File: config.mk
export PLATFORM = sky130hd
export DESIGN_NAME = bcd_digit_packer_flat
export DESIGN_NICKNAME = d
export VERILOG_FILES = /design/src/rtl/bcd_digit_packer_pkg.sv /design/src/rtl/bcd_digit_packer_if.sv /design/src/rtl/bcd_digit_packer_digit_check.sv /design/src/rtl/bcd_digit_packer.sv /design/src/flat_wrapper.sv
export SDC_FILE = /design/constraint.sdc
export NUM_CORES = 1
export LEC_CHECK = 0
export ABC_AREA = 1
export CORE_MARGIN = 10
export CORE_UTILIZATION = 47
export DETAILED_ROUTE_END_ITERATION = 6
export PLACE_DENSITY = 0.8
export RECOVER_POWER = 100
export SYNTH_ARGS = -nofsm -noshare
export SYNTH_HDL_FRONTEND = slang
export SYNTH_SLANG_ARGS = --single-unit
File: constraint.sdc
create_clock -name clk -period 2.6 [get_ports clk]
set_input_delay 0.78 -clock clk [delete_from_list [all_inputs] [get_ports clk]]
set_output_delay 0.78 -clock clk [all_outputs]
set_load 0.02 [all_outputs]
File: src/rtl/bcd_digit_packer_pkg.sv
//------------------------------------------------------------------------------
// Module  : digit_pkg
// Brief   : Shared types and constants for the BCD digit packer.
// Revision: 1.0 - initial release
//------------------------------------------------------------------------------
`default_nettype none

package digit_pkg;

  // Entry FSM: EMPTY (no digits), ENTRY (partial word), FULL (all digits held).
  typedef enum logic [1:0] {
    EMPTY = 2'd0,
    ENTRY = 2'd1,
    FULL  = 2'd2
  } state_t;

  localparam int         DIGIT_W = 4;
  localparam logic [3:0] BCD_MAX = 4'd9;

endpackage : digit_pkg

`default_nettype wire

File: src/rtl/bcd_digit_packer_if.sv
//------------------------------------------------------------------------------
// Module  : bcd_digit_packer_if
// Brief   : Strobe/word bundle between the keypad front-end and the packer.
// Revision: 1.0 - initial release
//------------------------------------------------------------------------------
`default_nettype none

interface bcd_digit_packer_if #(
  parameter int NDIGITS = 4
);
  localparam int WORD_W = 4 * NDIGITS;
  localparam int CNT_W  = $clog2(NDIGITS + 1);

  // Front-end strobes
  logic [3:0]        digit_in;
  logic              digit_valid;
  logic              backspace;
  logic              clear;
  logic              commit;

  // Packer results
  logic [WORD_W-1:0] live_word;
  logic [CNT_W-1:0]  digit_count;
  logic              full;
  logic [WORD_W-1:0] word_out;
  logic              word_valid;
  logic              digit_err;

  // Front-end side: drives strobes, observes results.
  modport master (
    output digit_in, digit_valid, backspace, clear, commit,
    input  live_word, digit_count, full, word_out, word_valid, digit_err
  );

  // Packer side: consumes strobes, produces results.
  modport slave (
    input  digit_in, digit_valid, backspace, clear, commit,
    output live_word, digit_count, full, word_out, word_valid, digit_err
  );

endinterface : bcd_digit_packer_if

`default_nettype wire

File: src/rtl/bcd_digit_packer_digit_check.sv
//------------------------------------------------------------------------------
// Module  : digit_check
// Brief   : Combinational accept/reject decision for an incoming digit.
// Revision: 1.0 - initial release
//------------------------------------------------------------------------------
`default_nettype none

module digit_check
  import digit_pkg::*;
#(
  parameter bit BCD_ONLY = 1'b1
) (
  input  logic [DIGIT_W-1:0] i_digit,
  input  logic               i_full,
  output logic               o_accept,
  output logic               o_err
);

  logic w_is_bcd;
  logic w_bad_value;

  // A digit is rejected when the buffer has no room or, in BCD mode, it is A-F.
  always_comb begin
    w_is_bcd    = (i_digit <= BCD_MAX);
    w_bad_value = BCD_ONLY && !w_is_bcd;
    o_accept    = !i_full && !w_bad_value;
    o_err       = i_full || w_bad_value;
  end

endmodule : digit_check

`default_nettype wire

File: src/rtl/bcd_digit_packer.sv
//------------------------------------------------------------------------------
// Module  : bcd_digit_packer
// Brief   : Packs keyed digits into a live display word; commit publishes it.
// Revision: 1.0 - initial release
//------------------------------------------------------------------------------
`default_nettype none

module bcd_digit_packer
  import digit_pkg::*;
#(
  parameter int NDIGITS  = 4,
  parameter bit BCD_ONLY = 1'b1
) (
  input  logic              clk,
  input  logic              reset_n,
  bcd_digit_packer_if.slave bus
);

  localparam int               WORD_W   = DIGIT_W * NDIGITS;
  localparam int               CNT_W    = $clog2(NDIGITS + 1);
  localparam logic [CNT_W-1:0] FULL_CNT = CNT_W'(NDIGITS);
  localparam logic [CNT_W-1:0] ONE_CNT  = CNT_W'(1);

  state_t            r_state,      w_state_nxt;
  logic [WORD_W-1:0] r_live,       w_live_nxt;
  logic [CNT_W-1:0]  r_count,      w_count_nxt;
  logic [WORD_W-1:0] r_word,       w_word_nxt;
  logic              r_word_valid, w_word_valid_nxt;
  logic              r_digit_err,  w_digit_err_nxt;

  logic              w_accept;
  logic              w_reject;

  digit_check #(
    .BCD_ONLY (BCD_ONLY)
  ) u_digit_check (
    .i_digit  (bus.digit_in),
    .i_full   (r_state == FULL),
    .o_accept (w_accept),
    .o_err    (w_reject)
  );

  // State register: every output is taken straight from these flops.
  always_ff @(posedge clk or negedge reset_n) begin
    if (!reset_n) begin
      r_state      <= EMPTY;
      r_live       <= '0;
      r_count      <= '0;
      r_word       <= '0;
      r_word_valid <= 1'b0;
      r_digit_err  <= 1'b0;
    end else begin
      r_state      <= w_state_nxt;
      r_live       <= w_live_nxt;
      r_count      <= w_count_nxt;
      r_word       <= w_word_nxt;
      r_word_valid <= w_word_valid_nxt;
      r_digit_err  <= w_digit_err_nxt;
    end
  end

  // Next state: only the highest-priority strobe acts (clear > commit > backspace > digit).
  always_comb begin
    w_state_nxt      = r_state;
    w_live_nxt       = r_live;
    w_count_nxt      = r_count;
    w_word_nxt       = r_word;
    w_word_valid_nxt = 1'b0;
    w_digit_err_nxt  = 1'b0;

    if (bus.clear) begin
      w_live_nxt  = '0;
      w_count_nxt = '0;
      w_state_nxt = EMPTY;
    end else if (bus.commit) begin
      // An empty buffer has nothing to publish, so no pulse either.
      if (r_state != EMPTY) begin
        w_word_nxt       = r_live;
        w_word_valid_nxt = 1'b1;
        w_live_nxt       = '0;
        w_count_nxt      = '0;
        w_state_nxt      = EMPTY;
      end
    end else if (bus.backspace) begin
      if (r_state != EMPTY) begin
        w_live_nxt  = {{DIGIT_W{1'b0}}, r_live[WORD_W-1:DIGIT_W]};
        w_count_nxt = r_count - ONE_CNT;
        w_state_nxt = (r_count == ONE_CNT) ? EMPTY : ENTRY;
      end
    end else if (bus.digit_valid) begin
      if (w_accept) begin
        w_live_nxt  = {r_live[WORD_W-DIGIT_W-1:0], bus.digit_in};
        w_count_nxt = r_count + ONE_CNT;
        w_state_nxt = (r_count + ONE_CNT == FULL_CNT) ? FULL : ENTRY;
      end else begin
        w_digit_err_nxt = w_reject;
      end
    end
  end

  assign bus.live_word   = r_live;
  assign bus.digit_count = r_count;
  assign bus.full        = (r_state == FULL);
  assign bus.word_out    = r_word;
  assign bus.word_valid  = r_word_valid;
  assign bus.digit_err   = r_digit_err;

endmodule : bcd_digit_packer

`default_nettype wire

File: src/flat_wrapper.sv
// flat-port wrapper written by rule: the top's interface ports become plain ports
module bcd_digit_packer_flat import digit_pkg::*;
#(
  parameter int NDIGITS  = 4,
  parameter bit BCD_ONLY = 1'b1
)
  (clk, reset_n, bus_digit_in, bus_digit_valid, bus_backspace, bus_clear, bus_commit, bus_live_word, bus_digit_count, bus_full, bus_word_out, bus_word_valid, bus_digit_err);
  bcd_digit_packer_if #(.NDIGITS(NDIGITS)) bus_i ();
  input  logic clk;
  input  logic reset_n;
  input wire logic [$bits(bus_i.digit_in)-1:0] bus_digit_in;
  input wire logic [$bits(bus_i.digit_valid)-1:0] bus_digit_valid;
  input wire logic [$bits(bus_i.backspace)-1:0] bus_backspace;
  input wire logic [$bits(bus_i.clear)-1:0] bus_clear;
  input wire logic [$bits(bus_i.commit)-1:0] bus_commit;
  output wire logic [$bits(bus_i.live_word)-1:0] bus_live_word;
  output wire logic [$bits(bus_i.digit_count)-1:0] bus_digit_count;
  output wire logic [$bits(bus_i.full)-1:0] bus_full;
  output wire logic [$bits(bus_i.word_out)-1:0] bus_word_out;
  output wire logic [$bits(bus_i.word_valid)-1:0] bus_word_valid;
  output wire logic [$bits(bus_i.digit_err)-1:0] bus_digit_err;
  assign bus_i.digit_in = bus_digit_in;
  assign bus_i.digit_valid = bus_digit_valid;
  assign bus_i.backspace = bus_backspace;
  assign bus_i.clear = bus_clear;
  assign bus_i.commit = bus_commit;
  assign bus_live_word = bus_i.live_word;
  assign bus_digit_count = bus_i.digit_count;
  assign bus_full = bus_i.full;
  assign bus_word_out = bus_i.word_out;
  assign bus_word_valid = bus_i.word_valid;
  assign bus_digit_err = bus_i.digit_err;
  bcd_digit_packer #(.NDIGITS(NDIGITS), .BCD_ONLY(BCD_ONLY)) u_core (.clk(clk), .reset_n(reset_n), .bus(bus_i));
endmodule
==> results.ini, run 1 <==
[status]
status=completed

[timing]
tns_ns=0
fin_crit_ns=2.32
clock.fmax_mhz=430
period_share_pct=89.4
setup_violations=0
rsz0062_at_grt=no
tightest_slew_ns=0.955
whs_ns=0.475
slew_viol_final=0
hold_viol_final=0
finalClockSkew_ns=0.00589
timing.slew.headroom_pct=36.3

[global_route]
track_usage_pct=14.4
grt_pass1_vias=1770
antenna_found_initial=0
gr-total-overflow=0
grt_pass1_wl_um=8610
grt_max_degree=40

[yosys]
synth_top_area_cell=dfrtp_1
synth-edff-count=0
ys.flop_type=dfrtp_1
yosys.cell_count.top_type=nand2_1
synth_top_cell_area_share_pct=50.1
synth_area_per_cell_um2=7.76
synth_commonest_cells=116 x nand2_1, 39 x dfrtp_1, 23 x nand3_1
synth_cells=251
ys_seq_elements=39
yosysWarnings=0
ys_types=17
syn_area_um2=1950
yosysSeqAreaShare_pct=50.1
synth.top_cells.by_area=dfrtp_1 50%, nand2_1 22%, nand3_1 5.9%, a21oi_1 3.3%, inv_1 2.9%
synthArstFlopShare_pct=100
synth_fp_nets=265

[cts]
cts-root-buf=clkbuf_8
numCtsBuffers=5
cts_tree=built
htree_levels=2
insertion_delay_ns=0.29
cts_sinks=39
clkTransAtPathRegs_ns=0.07
cts_resized=0
cts.repair_timing.setup_buffer_count=0
cts_buffer_depth=2
holdBufCountCts=0

[place]
gp_congestion=0.847
dpl.cell_count=337
hpwl_um=3510
postPlaceCellArea_um2=2400
io_buffer_count=47

[route]
firstDrtPassIters=5
ant_nets=0
drc_errors=0
drt-total-wl_um=4820
drtIter0Drc=163
routed_via_density=5.09
wire_per_inst_um=14.0
vias=1756

[setup_path]
arrival_ns=1.54
crit_slowest_cell=dlygate4sd3_1
cp_cell_sequence=inv_1, nand2_1, inv_1, dlygate4sd3_1
cp_common_cell=inv_1
slowest_delay_ns=0.66
cp.required_ns=1.82
path_class=flip-flop to output pin
endpoint_kind=output pin
path_max_fanout=3
worst_setup_path_start_kind=flip-flop

[pwr]
switching_power_uw=372
power.internal_uw=1100
cellPowerDensity_nw_per_um2=586
leakagePower_uw=0.00140
total_power_uw=1480
power_frac_comb_pct=15.6
p_sw_share_pct=25.2
p_seq_share_pct=44.7
ir_drop_uv=288
clkPwrFrac_pct=39.8

[layout]
stdcell_area_um2=2520
nets=308
n_antenna_cell=0
instances_no_fill=345
syn_to_final_growth_pct=29.2
drive_gt1_share_pct=5.08

[die]
num_io_pins=48
die_area_um2=7120
fp.dieH_um=84.4
core_area_um2=4000
start_util_pct=48.7
num_rows=23
die_x_um=84.4

[flow_run]
maxCapViolCount=0

[min_path]
hold_class=flip-flop to flip-flop

-- worst paths after layout --
path | start | end | slack (ns) | cells after the start
max | u_core.r_state[0]$_DFFE_PN0P_ | bus_full | 0.28 | 4
min | u_core.bus.word_out[6]$_DFFE_PN0P_ | u_core.bus.word_out[6]$_DFFE_PN0P_ | 0.48 | 2
max reg2reg | u_core.r_state[0]$_DFFE_PN0P_ | u_core.bus.word_out[7]$_DFFE_PN0P_ | 0.99 | 6
min reg2reg | u_core.bus.word_out[6]$_DFFE_PN0P_ | u_core.bus.word_out[6]$_DFFE_PN0P_ | 0.48 | 2
max in group asynchronous | reset_n | u_core.bus.live_word[0]$_DFFE_PN0P_ | 1.38 | 1
min in group asynchronous | reset_n | u_core.bus.word_out[10]$_DFFE_PN0P_ | 0.62 | 1
-- worst max-delay path, delay by kind of cell (launching register included) --
| family | cells | cell delay, ns |
|---|---|---|
| buffers and inverters | 3 | 0.78 |
| and+or+nand+nor | 1 | 0.07 |
| DFF | 1 | 0.41 |
-- logic make-up after synthesis --
| logic type | share of synthesized area, % |
|---|---|
| simple gates | 33.7 |
| compound gates | 4.62 |
| flops | 50.1 |
| fa+ha+maj | 2.57 |
| xor+xnor | 0.450 |
| buf+inv | 8.54 |
-- power by group through the flow --
stage          logic (µW)  clock network (µW)  registers, µW
2_1_floorplan         123                   0            701
3_3_place_gp          240                   0            671
3_5_place_dp          246                   0            671
4_1_cts               247                 598            660
5_1_grt               257                 624            665
6_report              229                 587            659
-- routing by layer --
layer | GRT usage, % | vias to the layer above | wire length [µm]
li1 | - | 860 | -
met1 | 16.3 | 827 | 2000
met2 | 24.5 | 62 | 2360
met3 | 5.22 | 7 | 395
met4 | 4.64 | 0 | 69
met5 | 0 | - | 0
-- cells in the final DEF (no fill, tap or decap), types with 3 or more instances in the layout --
| master | netlist | final |
|---|---|---|
| nand2_1 | 116 | 117 |
| inv_1 | 15 | 16 |
| a21oi_1 | 13 | 13 |
| ha_1 | 4 | 4 |
| clkdlybuf4s50_1 | 0 | 7 |
| o21ai_0 | 5 | 5 |
| nand3_1 | 23 | 23 |
| clkbuf_8 | 0 | 5 |
| nand2_4 | 4 | 3 |
| dfrtp_1 | 39 | 39 |
| nor2_1 | 13 | 14 |
| dlygate4sd3_1 | 0 | 39 |
-- per-stage QoR --
step | setup WS, ns | utilization, %
final | 0.275 | 62.9
after global routing | 0.145 | 62.9
after CTS | 0.333 | 63.2
after detailed placement | 0.318 | 59.9
after global placement | 0.354 | 59.9
after floorplan | 1.03 | -
-- flip-flops by register name, indices dropped and copies added, names as in the netlist --
signal / flops
u_core.bus.digit_count: 3
u_core.bus.digit_err: 1
u_core.bus.live_word: 16
u_core.bus.word_out: 16
u_core.bus.word_valid: 1
u_core.r_state: 2
-- area by class of cell --
| cell class | instances | area [µm²] |
|---|---|---|
| Tap cell | 50 | 62.6 |
| Clock inverter | 2 | 60.1 |
| Inverter | 18 | 72.6 |
| Fill cell | 373 | 1480 |
| Multi-Input combinational cell | 181 | 796 |
| Timing Repair Buffer | 49 | 477 |
| Sequential cell | 39 | 976 |
| Clock buffer | 6 | 72.6 |
No activity file was read; power rests on OpenSTA's default activity.
==> run 2, diff against run 1 <==
--- a/config.mk
+++ b/config.mk
@@ -9,6 +9,7 @@
 export CORE_MARGIN = 10
 export CORE_UTILIZATION = 47
 export DETAILED_ROUTE_END_ITERATION = 6
+export GPL_TIMING_DRIVEN = 0
 export PLACE_DENSITY = 0.8
 export RECOVER_POWER = 100
 export SYNTH_ARGS = -nofsm -noshare
==> results.ini, run 2 (synthesis gave the netlist of run 1 again) <==
[timing]
hold_viol_final=0
slew_viol_final=0
fin_crit_ns=2.31
setup_violations=0
timing.slew.headroom_pct=35.4
period_share_pct=88.8
rsz0062_at_grt=no
finalClockSkew_ns=0.00433
tightest_slew_ns=0.969
clock.fmax_mhz=433

[place]
gp_congestion=0.845
postPlaceCellArea_um2=2470
dpl.cell_count=347
hpwl_um=3680
io_buffer_count=46

[setup_path]
arrival_ns=1.53
path_max_fanout=3
endpoint_kind=output pin
crit_path_end=bus_full
r2r_slack_ns=1.16
reg2reg_from=u_core.r_state[0]$_DFFE_PN0P_
path_class=flip-flop to output pin
cp.required_ns=1.82
worst_setup_path_start_kind=flip-flop
worstSetupStartpoint=u_core.r_state[0]$_DFFE_PN0P_
reg2reg_depth=7
rr_endpoint=u_core.bus.live_word[10]$_DFFE_PN0P_

[status]
status=completed

[global_route]
grt_max_degree=40
antenna_found_initial=0
track_usage_pct=14.4
grt_pass1_vias=1754
gr-total-overflow=0
grt_pass1_wl_um=8590

[die]
start_util_pct=48.7
num_rows=23
die_x_um=84.4
core_area_um2=4000
num_io_pins=48
die_area_um2=7120
fp.dieH_um=84.4

[route]
ant_nets=0
drc_errors=0
wire_per_inst_um=14.1
drtIter0Drc=229
vias=1814
firstDrtPassIters=4
routed_via_density=5.11
drt-total-wl_um=4990

[cts]
cts_buffer_depth=2
holdBufCountCts=0
cts-root-buf=clkbuf_8
cts_resized=0
cts_tree=built
htree_levels=2
insertion_delay_ns=0.29
cts_sinks=39
clkTransAtPathRegs_ns=0.07
numCtsBuffers=5
cts.repair_timing.setup_buffer_count=0

[layout]
layout_common_cells=119 x nand2_1, 39 x dlygate4sd3_1, 39 x dfrtp_1
drive_gt1_share_pct=6.23
finish.utilization_pct=62.7
final_common_cell=nand2_1
n_fill_cell=396
seq_area_um2=976
syn_to_final_growth_pct=28.8
multi_input_area_um2=786
nets=318
n_antenna_cell=0
stdcell_area_um2=2510
instances_no_fill=355

[min_path]
hold_class=flip-flop to flip-flop
hold_start=u_core.bus.word_out[12]$_DFFE_PN0P_

[pwr]
cellPowerDensity_nw_per_um2=514
leakagePower_uw=0.00140
ir_drop_uv=256

[flow_run]
maxCapViolCount=0

[run 2: stage by stage]
stage / worst slack, ns / power [µW] / hold slack [ns] / setup TNS, ns
floorplan: 1.03 / 824 / 0.464 / 0
finish: 0.292 / 1290 / 0.477 / 0
global route: 0.158 / 1360 / 0.500 / 0
detailed placement: 0.410 / 938 / 0.464 / 0
global placement: -0.164 / 933 / 0.463 / -6.32
CTS: 0.343 / 1330 / 0.484 / 0
[run 2: worst max-delay path: stages, from the launching register on]
cell and delay (ns):
dfrtp_1 0.40, inv_1 0.06, nand2_1 0.07, inv_1 0.05, dlygate4sd3_1 0.66
[run 2: area by class of cell]
| class | instances | share of cell area [%] |
|---|---|---|
| Sequential cell | 39 | 38.9 |
| Multi-Input combinational cell | 181 | 31.3 |
| Timing Repair Buffer | 46 | 18.1 |
| Clock buffer | 7 | 3.04 |
| Buffer | 13 | 3.04 |
| Inverter | 18 | 2.89 |
| Tap cell | 50 | 2.49 |
| Clock inverter | 1 | 0.199 |
[run 2: how the worst min path moves through the flow]
stage,cells after the start,slack (ns),endpoint
finish,2,0.48,u_core.bus.word_out[12]$_DFFE_PN0P_
global route,2,0.50,u_core.bus.word_out[4]$_DFFE_PN0P_
CTS,2,0.48,u_core.bus.word_out[12]$_DFFE_PN0P_
detailed placement,2,0.46,u_core.bus.word_out[12]$_DFFE_PN0P_
global placement,2,0.46,u_core.bus.word_out[14]$_DFFE_PN0P_
floorplan,2,0.46,u_core.r_state[0]$_DFFE_PN0P_
[run 2: routing by layer]
layer	vias to the layer above	track usage [%]	routed length [µm]	part of all wire [%]
met1	861	18.0	2180	44
met5	-	0	0	0
met2	67	22.5	2300	46
met4	0	4.04	62	1.2
met3	9	5.89	450	9.0
li1	877	-	-	-
[run 2: power breakdown]
group          leakage [µW]  internal (µW)  switching, µW
logic              0.000822           92.4            151
registers          0.000538            635           22.4
clock network     0.0000422            188            202
